## config.mk

```make
export PLATFORM = sky130hd
export DESIGN_NAME = mem_arb_ctrl_flat
export DESIGN_NICKNAME = d
export VERILOG_FILES = /design/src/rtl/mem_arb_pkg.sv /design/src/rtl/mem_arb_ctrl_if.sv /design/src/rtl/mem_arb_rr.sv /design/src/rtl/mem_arb_ctrl.sv /design/src/flat_wrapper.sv
export SDC_FILE = /design/constraint.sdc
export NUM_CORES = 1
export LEC_CHECK = 0
export CAP_MARGIN = 20
export CORE_MARGIN = 2
export CORE_UTILIZATION = 38
export DETAILED_ROUTE_END_ITERATION = 8
export GPL_ROUTABILITY_DRIVEN = 0
export MAX_ROUTING_LAYER = met4
export PLACE_DENSITY = 0.79
export SLEW_MARGIN = 40
export SYNTH_ARGS = -nofsm -noshare
export SYNTH_HDL_FRONTEND = slang
export SYNTH_SLANG_ARGS = --single-unit
```

## constraint.sdc

```tcl
create_clock -name clk -period 3.05 [get_ports clk]
set_input_delay 0.4575 -clock clk [delete_from_list [all_inputs] [get_ports clk]]
set_output_delay 0.4575 -clock clk [all_outputs]
set_load 0.05 [all_outputs]
```

## src/rtl/mem_arb_pkg.sv

```systemverilog
// Shared types and helpers for the round-robin memory arbiter.
package mem_arb_pkg;

   typedef enum logic {StIdle, StClear} state_e;

   localparam int unsigned STAT_W = 16;

   // Winner index for a search that starts at ptr and wraps modulo nreq; returns ptr if req is empty.
   function automatic logic [2:0] next_rr(input logic [2:0] ptr, input logic [7:0] req,
                                          input int nreq);
      int s;
      next_rr = ptr;
      for (int i = 7; i >= 0; i--) begin
         if (i < nreq) begin
            s = int'(ptr) + i;
            if (s >= nreq) s = s - nreq;
            if (req[s[2:0]]) next_rr = s[2:0];
         end
      end
   endfunction

endpackage

```

## src/rtl/mem_arb_ctrl_if.sv

```systemverilog
// Requester-side bus of the memory arbiter: flattened per-requester requests and read returns.
interface mem_arb_ctrl_if #(
   parameter int unsigned NREQ  = 2,
   parameter int unsigned WIDTH = 8,
   parameter int unsigned PSIZE = 3
) ();
   logic [NREQ-1:0]       req;
   logic [NREQ-1:0]       req_we;
   logic [NREQ*PSIZE-1:0] req_addr;
   logic [NREQ*WIDTH-1:0] req_wdata;
   logic [NREQ-1:0]       gnt;
   logic [NREQ-1:0]       rvalid;
   logic [WIDTH-1:0]      rdata;

   modport master (output req, req_we, req_addr, req_wdata, input gnt, rvalid, rdata);
   modport slave  (input req, req_we, req_addr, req_wdata, output gnt, rvalid, rdata);
endinterface

```

## src/rtl/mem_arb_rr.sv

```systemverilog
// Combinational round-robin pick: one-hot grant and winner index from req and start pointer.
module mem_arb_rr
   import mem_arb_pkg::*;
#(
   parameter int unsigned NREQ = 2
) (
   input  logic [NREQ-1:0] req_i,
   input  logic [2:0]      ptr_i,
   output logic [NREQ-1:0] gnt_o,
   output logic [2:0]      idx_o
);
   logic [7:0] req_ext;

   always_comb begin
      req_ext = '0;
      req_ext[NREQ-1:0] = req_i;
      idx_o = next_rr(ptr_i, req_ext, int'(NREQ));
      gnt_o = '0;
      for (int k = 0; k < NREQ; k++) begin
         gnt_o[k] = (|req_i) && (idx_o == 3'(k));
      end
   end
endmodule

```

## src/rtl/mem_arb_ctrl.sv

```systemverilog
// Round-robin controller sharing one sync memory between NREQ requesters, with a clear sequencer.
// Optional per-requester grant counters when MEM_ARB_STATS_EN is defined.
module mem_arb_ctrl
   import mem_arb_pkg::*;
#(
   parameter int unsigned NREQ  = 2,
   parameter int unsigned WIDTH = 8,
   parameter int unsigned PSIZE = 3
) (
   input  logic             clk,
   input  logic             rst_n,
   mem_arb_ctrl_if.slave    bus,
   input  logic             clr_req_i,
   output logic             clr_busy_o,
   output logic             clr_done_o,
   output logic             mem_wr_o,
   output logic             mem_rd_o,
   output logic [PSIZE-1:0] mem_wr_addr_o,
   output logic [PSIZE-1:0] mem_rd_addr_o,
   output logic [WIDTH-1:0] mem_wdata_o,
   input  logic [WIDTH-1:0] mem_rdata_i
`ifdef MEM_ARB_STATS_EN
   ,
   output logic [NREQ*STAT_W-1:0] grant_cnt_o
`endif
);
   localparam int unsigned DEPTH = 2 ** PSIZE;

   state_e           state_q, state_d;
   logic [2:0]       ptr_q, ptr_d;
   logic [PSIZE-1:0] cnt_q, cnt_d;
   logic             pend_q, pend_d;
   logic [2:0]       owner_q, owner_d;
   logic [NREQ-1:0]  rr_gnt;
   logic [2:0]       rr_idx;
   logic             we_sel;

   mem_arb_rr #(.NREQ(NREQ)) u_rr (
      .req_i (bus.req),
      .ptr_i (ptr_q),
      .gnt_o (rr_gnt),
      .idx_o (rr_idx)
   );

   assign we_sel = |(bus.req_we & rr_gnt);

   // Combinational outputs are held at zero while reset is asserted.
   always_comb begin
      state_d       = state_q;
      ptr_d         = ptr_q;
      cnt_d         = cnt_q;
      pend_d        = 1'b0;
      owner_d       = owner_q;
      bus.gnt       = '0;
      bus.rvalid    = '0;
      bus.rdata     = '0;
      mem_wr_o      = 1'b0;
      mem_rd_o      = 1'b0;
      mem_wr_addr_o = '0;
      mem_rd_addr_o = '0;
      mem_wdata_o   = '0;
      clr_busy_o    = 1'b0;
      clr_done_o    = 1'b0;
      if (rst_n) begin
         for (int k = 0; k < NREQ; k++) begin
            bus.rvalid[k] = pend_q && (owner_q == 3'(k));
         end
         if (pend_q) bus.rdata = mem_rdata_i;
         unique case (state_q)
            StIdle: begin
               if (clr_req_i) begin
                  state_d = StClear;
                  cnt_d   = '0;
               end else if (|bus.req) begin
                  bus.gnt = rr_gnt;
                  ptr_d   = (rr_idx == 3'(NREQ - 1)) ? 3'd0 : rr_idx + 3'd1;
                  if (we_sel) begin
                     mem_wr_o      = 1'b1;
                     mem_wr_addr_o = bus.req_addr[int'(rr_idx)*PSIZE +: PSIZE];
                     mem_wdata_o   = bus.req_wdata[int'(rr_idx)*WIDTH +: WIDTH];
                  end else begin
                     mem_rd_o      = 1'b1;
                     mem_rd_addr_o = bus.req_addr[int'(rr_idx)*PSIZE +: PSIZE];
                     pend_d        = 1'b1;
                     owner_d       = rr_idx;
                  end
               end
            end
            StClear: begin
               clr_busy_o    = 1'b1;
               mem_wr_o      = 1'b1;
               mem_wr_addr_o = cnt_q;
               cnt_d         = cnt_q + 1'b1;
               if (cnt_q == PSIZE'(DEPTH - 1)) begin
                  clr_done_o = 1'b1;
                  state_d    = StIdle;
               end
            end
            default: state_d = StIdle;
         endcase
      end
   end

   always_ff @(posedge clk) begin
      if (!rst_n) begin
         state_q <= StIdle;
         ptr_q   <= '0;
         cnt_q   <= '0;
         pend_q  <= 1'b0;
         owner_q <= '0;
      end else begin
         state_q <= state_d;
         ptr_q   <= ptr_d;
         cnt_q   <= cnt_d;
         pend_q  <= pend_d;
         owner_q <= owner_d;
      end
   end

`ifdef MEM_ARB_STATS_EN
   logic [NREQ-1:0][STAT_W-1:0] gcnt_q;

   always_ff @(posedge clk) begin
      if (!rst_n) begin
         gcnt_q <= '0;
      end else begin
         for (int k = 0; k < NREQ; k++) begin
            if (state_q == StIdle && clr_req_i) begin
               gcnt_q[k] <= '0;
            end else if (bus.gnt[k] && gcnt_q[k] != '1) begin
               gcnt_q[k] <= gcnt_q[k] + 1'b1;
            end
         end
      end
   end

   assign grant_cnt_o = gcnt_q;
`endif
endmodule
```

## src/flat_wrapper.sv

```systemverilog
// flat-port wrapper written by rule: the top's interface ports become plain ports
module mem_arb_ctrl_flat import mem_arb_pkg::*;
#(
   parameter int unsigned NREQ  = 2,
   parameter int unsigned WIDTH = 8,
   parameter int unsigned PSIZE = 3
)
  (clk, rst_n, clr_req_i, clr_busy_o, clr_done_o, mem_wr_o, mem_rd_o, mem_wr_addr_o, mem_rd_addr_o, mem_wdata_o, mem_rdata_i, bus_req, bus_req_we, bus_req_addr, bus_req_wdata, bus_gnt, bus_rvalid, bus_rdata);
  mem_arb_ctrl_if #(.NREQ(NREQ), .WIDTH(WIDTH), .PSIZE(PSIZE)) bus_i ();
  input  logic clk;
  input  logic rst_n;
  input  logic clr_req_i;
  output logic clr_busy_o;
  output logic clr_done_o;
  output logic mem_wr_o;
  output logic mem_rd_o;
  output logic [PSIZE-1:0] mem_wr_addr_o;
  output logic [PSIZE-1:0] mem_rd_addr_o;
  output logic [WIDTH-1:0] mem_wdata_o;
  input  logic [WIDTH-1:0] mem_rdata_i;
  input wire logic [$bits(bus_i.req)-1:0] bus_req;
  input wire logic [$bits(bus_i.req_we)-1:0] bus_req_we;
  input wire logic [$bits(bus_i.req_addr)-1:0] bus_req_addr;
  input wire logic [$bits(bus_i.req_wdata)-1:0] bus_req_wdata;
  output wire logic [$bits(bus_i.gnt)-1:0] bus_gnt;
  output wire logic [$bits(bus_i.rvalid)-1:0] bus_rvalid;
  output wire logic [$bits(bus_i.rdata)-1:0] bus_rdata;
  assign bus_i.req = bus_req;
  assign bus_i.req_we = bus_req_we;
  assign bus_i.req_addr = bus_req_addr;
  assign bus_i.req_wdata = bus_req_wdata;
  assign bus_gnt = bus_i.gnt;
  assign bus_rvalid = bus_i.rvalid;
  assign bus_rdata = bus_i.rdata;
  mem_arb_ctrl #(.NREQ(NREQ), .WIDTH(WIDTH), .PSIZE(PSIZE)) u_core (.clk(clk), .rst_n(rst_n), .bus(bus_i), .clr_req_i(clr_req_i), .clr_busy_o(clr_busy_o), .clr_done_o(clr_done_o), .mem_wr_o(mem_wr_o), .mem_rd_o(mem_rd_o), .mem_wr_addr_o(mem_wr_addr_o), .mem_rd_addr_o(mem_rd_addr_o), .mem_wdata_o(mem_wdata_o), .mem_rdata_i(mem_rdata_i));
endmodule
```

* Word level (Yosys, flattened, before mapping)
Index checks and enable logic that the tools add are counted.
W data, S select, Z words.
** Word-level totals
- Flip-flop bits (word level) :: 11
- Input port bits :: 37
- Output and inout port bits :: 30
- Word-level logic and storage cells :: 86
** Cells by class
- Add/sub/neg operators :: 5
- Multipliers :: 1
- Magnitude comparators :: 4
- Equal/unequal tests :: 4
- Shift operators :: 2
- Mux-type cells :: 51
- Bitwise gates (word level) :: 4
- Reductions and logical operators :: 10
** Operator list (number)
- $mux W8 :: 7
- $mux W3 :: 15
- $mux W1 :: 18
- $shiftx A16 B7 Y8 :: 1
- $pmux W3 S2 :: 2
- $mux W2 :: 5
- $lt A3 B4 Y1 const B :: 2
- $add A3 B1 Y3 const B :: 2
- $bmux W1 S3 :: 2
- $eq A3 B1 Y1 const B :: 2
- $logic_not A3 Y1 :: 2
- $shiftx A6 B6 Y3 :: 1
- $sub A3 B2 Y3 const B :: 2
- $mul A3 B2 Y5 const B :: 1
- $add A3 B1 Y4 const B :: 1
- $ge A4 B2 Y1 const B :: 1
- $logic_and A1 B1 Y1 :: 4
- $pmux W1 S2 :: 2
- $reduce_and A4 Y1 :: 1
- $reduce_or A2 Y1 :: 2
- $eq A3 B3 Y1 const B :: 1
- $ge A3 B2 Y1 const B :: 1
- $not A1 Y1 :: 3
- $reduce_and A3 Y1 :: 1
- 2 further kinds :: 2

* Longest topological paths before layout
- Word-level depth :: 16
- Depth in mapped cells :: 10
- Gate-level depth less buffers :: 8

* By module
A second synthesis with hierarchy kept.
** Unflattened totals
- Cells, all modules :: 134
- Area, all modules :: 1064.8 µm²
** By module, submodules not included
- mem_arb_ctrl :: instances 1, cells an instance 107, area an instance 863.3 µm², seq. area each 220.2 µm²
- mem_arb_rr :: instances 1, cells an instance 27, area an instance 201.4 µm², seq. area each 0.0 µm²

* Worst setup path before layout
Ideal clock, no wire load.
- Path kind :: register to output
- Start point :: register u_core.ptr_q[1]
- End point :: output port mem_rd_addr_o[2]
- Arrival :: 2.680 ns
- Required time :: 2.592 ns
- Setup slack :: -0.087 ns
- Cell stages (with the launch flop) :: 9
- Path buffers :: 0
- Cell sequence :: dfxtp_1 -> inv_1 -> ha_1 -> a21o_1 -> a211oi_1 -> o2bb2ai_1 -> a21oi_1 -> nor2b_2 -> and2_1
** On the way
- Longest elaborated chain between the ends :: 16
- Elaborated cells between the ends (all ways) :: 26
- Classes of those cells :: add/sub (3); mul (1); order compare (2); eq/ne (1); shift (1); mux (13); bitwise (1); reduce/logical (4)
** Ends and longest elaborated chain
- start, declared :: line mem_arb_ctrl.sv:30 : logic [2:0] ptr_q, ptr_d;
- start signal, assigned :: line mem_arb_ctrl.sv:113 : ptr_q <= ptr_d;
- $add A3 B1 Y4 :: line mem_arb_pkg.sv:15 : s = int'(ptr) + i;
- $ge A4 B2 Y1 / $sub A3 B2 Y3 (equally long branches) :: line mem_arb_pkg.sv:16 : if (s >= nreq) s = s - nreq;
- $mux W3 :: line mem_arb_pkg.sv:16
- $bmux W1 S3 :: line mem_arb_pkg.sv:17 : if (req[s[2:0]]) next_rr = s[2:0];
- $mux W1 (not written as such) :: line mem_arb_pkg.sv:17
- $mux W3 :: line mem_arb_pkg.sv:17
- $mux W3 * :: line mem_arb_pkg.sv:17
- branches (longest 4 deep; another with $mul A3 B2 Y5)
- $mux W3 * :: line mem_arb_ctrl.sv:77 : if (we_sel) begin
- $mux W3 * :: line mem_arb_ctrl.sv:74 : end else if (|bus.req) begin
- $mux W3 * :: line mem_arb_ctrl.sv:71 : if (clr_req_i) begin
- $mux W3 * :: line mem_arb_ctrl.sv:69 : unique case (state_q)
- $mux W3 * :: line mem_arb_ctrl.sv:64 : if (rst_n) begin
- end, declared :: line flat_wrapper.sv:18 : output logic [PSIZE-1:0] mem_rd_addr_o;
Mark *: on every way between the ends. The select of a mux whose other input is x is not followed.

* Worst setup path in the final report
- Start point :: register u_core.ptr_q[1]
- End point :: output port mem_wdata_o[0]
** On the way
- Longest elaborated chain between the ends :: 16
- Elaborated cells between the ends (all ways) :: 25
- Classes of those cells :: add/sub (3); order compare (2); eq/ne (1); shift (1); mux (13); bitwise (1); reduce/logical (4)
** Ends and longest elaborated chain
- $add A3 B1 Y4 :: line mem_arb_pkg.sv:15
- $ge A4 B2 Y1 / $sub A3 B2 Y3 (equally long branches) :: line mem_arb_pkg.sv:16
- $mux W3 :: line mem_arb_pkg.sv:16
- $bmux W1 S3 :: line mem_arb_pkg.sv:17
- $mux W1 (not written as such) :: line mem_arb_pkg.sv:17
- $mux W3 :: line mem_arb_pkg.sv:17
- $mux W3 * :: line mem_arb_pkg.sv:17
- branches (longest 4 deep; another with $shiftx A16 B7 Y8)
- $mux W8 * :: line mem_arb_ctrl.sv:77
- $mux W8 * :: line mem_arb_ctrl.sv:74
- $mux W8 * :: line mem_arb_ctrl.sv:71
- $mux W8 * :: line mem_arb_ctrl.sv:69
- $mux W8 * :: line mem_arb_ctrl.sv:64
- end, declared :: line flat_wrapper.sv:19 : output logic [WIDTH-1:0] mem_wdata_o;
Marks and branches as above.

==> out/metrics.cfg <==
[worst_hold_path]
min_from=u_core.owner_q[0]
holdPathEnd=u_core.owner_q[0]
min_path_cells=2
hp-class=register to register

[sta]
min_period_ps=3034
timing_worst_slew_pin_value_ps=685.2
fmax_mhz=329.6
maxSlewViolCount=0
hold_viol_final=0
max_slew_margin=0.5384
period_share=0.9947
setup_violations=0
clock-skew-final_ps=1.153

[routing]
drtAntennaViolNets=0
vias=1480
post-route-drc-count=0
drtPass1Iterations=4
drt-total-wl_um=4162
drt_iter0_drc=45
wl_per_cell_um=15.53
avgViaCountPerCell=5.522

[grt]
grt_pass1_vias=1318
grt-ovfl-total=0
grt_max_degree=17
antenna_found_initial=0
grt_pass1_wl_um=5706
grt_use_total=0.2101

[cts]
postCtsHoldBufs=0
cts_sinks=11
clk_path_buf_depth=2
cts_root_buffer=clkbuf_4
cts_tree=yes
htreeDepth=1
numCtsBuffers=3
clock_latency_ps=260
cts.clk_slew.worst_paths_ps=60

[synth]
synth_edf_count=0
yosys_warnings=0
syn-cell-area_mm2=0.001155
synth_top_cell_by_area=dfxtp_1
yosysTopAreaCellShare=0.1907
syn_avg_cell_area_um2=7.548
ys_async_sr_fraction=0
syn-num-nets=197
synth_flop_cell=dfxtp_1
netlist_top_cells_count=30 x nand2_1, 16 x a21oi_1, 11 x dfxtp_1
synth.most_common_cell=nand2_1
synth_cell_types=41
seq_area_frac_synth=0.1907
ys_seq_elements=11
synth_cells=153
synth_area_leaders=dfxtp_1 19%, nand2_1 9.8%, ha_1 7.6%

[cells_and_area]
drive_above_1_share=0.3617
fin_nets=280
fillers=203
final_cells=268
n_antenna_cell=0
stdcell_area_mm2=0.002333
syn_to_final_growth_pct=102.1

[worst_setup_path]
cp.arrival_ps=2580
worstSetupPathType=register to output pin
rr_endpoint=u_core.owner_q[0]
crit_fanout=7
endpoint_kind=output pin
ff2ff_path_depth=10
worstSetupStartpointType=register
rrSetupSlack_ps=790
r2r-start=u_core.ptr_q[1]
crit_required_ps=2590

[outcome]
outcome=complete, no violations

[run]
max-cap-violations=0

[floorplan]
die_h_um=59.13
die-area_mm2=0.003496
rows=20
die_width_um=59.13
start_util=0.3878
pin_count=67
coreArea_mm2=0.002978

[placement]
hpwl_um=2814
port_buffers=66
postPlaceCellArea_mm2=0.002066
dp.cells=250

[pwr]
p_per_area_mw_per_mm2=260.7
power_leakage_nw=0.9704
ir_worst_vdd_mv=0.2954

report_power, final:
part | switching (mW) | internal (mW) | leakage, nW
Combinational | 0.183 | 0.176 | 0.864
Clock | 0.0448 | 0.0506 | 0.0150
Sequential | 0.00692 | 0.148 | 0.0915
Total | 0.234 | 0.374 | 0.970
worst max path at each step:
stage | from | to | cells after the start
3_5_place_dp | bus_req[0] | mem_wdata_o[5] | 8
4_1_cts | u_core.ptr_q[0] | mem_wr_o | 10
6_report | u_core.ptr_q[1] | mem_wdata_o[0] | 10
3_3_place_gp | bus_req[0] | mem_wdata_o[4] | 8
5_1_grt | u_core.ptr_q[1] | mem_wdata_o[0] | 10
2_1_floorplan | u_core.ptr_q[1] | mem_rd_addr_o[2] | 8
placed cells by master (no fill, tap or decap), types with 4 or more instances in the layout:
cell type / count
clkdlybuf4s50_1: 36
and3_1: 9
buf_12: 21
a21o_1: 4
a21oi_2: 11
a21oi_1: 6
nor2b_1: 4
buf_4: 27
a22oi_1: 4
and2_1: 6
dfxtp_1: 8
nor2_1: 5
o21ai_0: 5
nand2_1: 30
mux2i_1: 4
ha_1: 6
repair_timing:
action                                  in CTS  in global routing
setup buffers                                2                 10
gates cloned                                 1                  1
resized for setup                            6                 18
endpoints found under the setup margin      17                 16
pin swaps                                    0                 13
cell families after synthesis:
kind of cell / Yosys count / share of synthesized area
multiplexers: 5 / 0.05417
flip-flops: 11 / 0.1907
XOR/XNOR: 3 / 0.03575
AO/OA/AOI/OAI: 48 / 0.3012
buffers and inverters: 12 / 0.05308
adder cells (fa/ha/maj): 7 / 0.07584
AND/OR/NAND/NOR: 67 / 0.2893
registers in the layout (all words and copies together) (netlist names):
register        flops
u_core.cnt_q        3
u_core.owner_q      3
u_core.ptr_q        3
u_core.pend_q       1
u_core.state_q      1
worst max-delay path, stage by stage (launching register included):
cell,delay [ps]
dfxtp_2,330
buf_4,160
ha_1,190
a21o_1,210
a211o_4,380
a21oi_4,300
xnor2_4,170
buf_4,150
nand2_1,70
a21oi_2,190
buf_12,160
metrics by stage:
stage | setup slack, ps | util | setup TNS [ps] | power (mW) | hold WS, ps
3_5_place_dp | 43.65 | 0.6937 | 0 | 0.4424 | 465.7
5_1_grt | -65.07 | 0.7836 | -479.8 | 0.6407 | 504.4
4_1_cts | 1.827 | 0.7214 | 0 | 0.5526 | 474.8
6_report | 16.16 | 0.7836 | 0 | 0.6083 | 474.0
2_1_floorplan | 97.83 | - | 0 | 0.3224 | 444.2
3_3_place_gp | 94.14 | 0.6937 | 0 | 0.4362 | 463.4
layout make-up:
| cell class | instances | area [um^2] | share of cell area |
|---|---|---|---|
| sequential | 11 | 229.0 | 0.09812 |
| timing repair buffer | 84 | 983.4 | 0.4214 |
| inverter | 4 | 15.01 | 0.006434 |
| multi-input combinational | 132 | 1039 | 0.4450 |
| tap | 33 | 41.29 | 0.01769 |
| clock buffer | 4 | 26.28 | 0.01126 |
per-layer routing:
layer	GRT usage	wire length, um
met5	-	0
met4	0.02922	30
met3	0.03275	254
met2	0.3762	2243
met1	0.2530	1633
No activity file was read; power rests on OpenSTA's default activity.
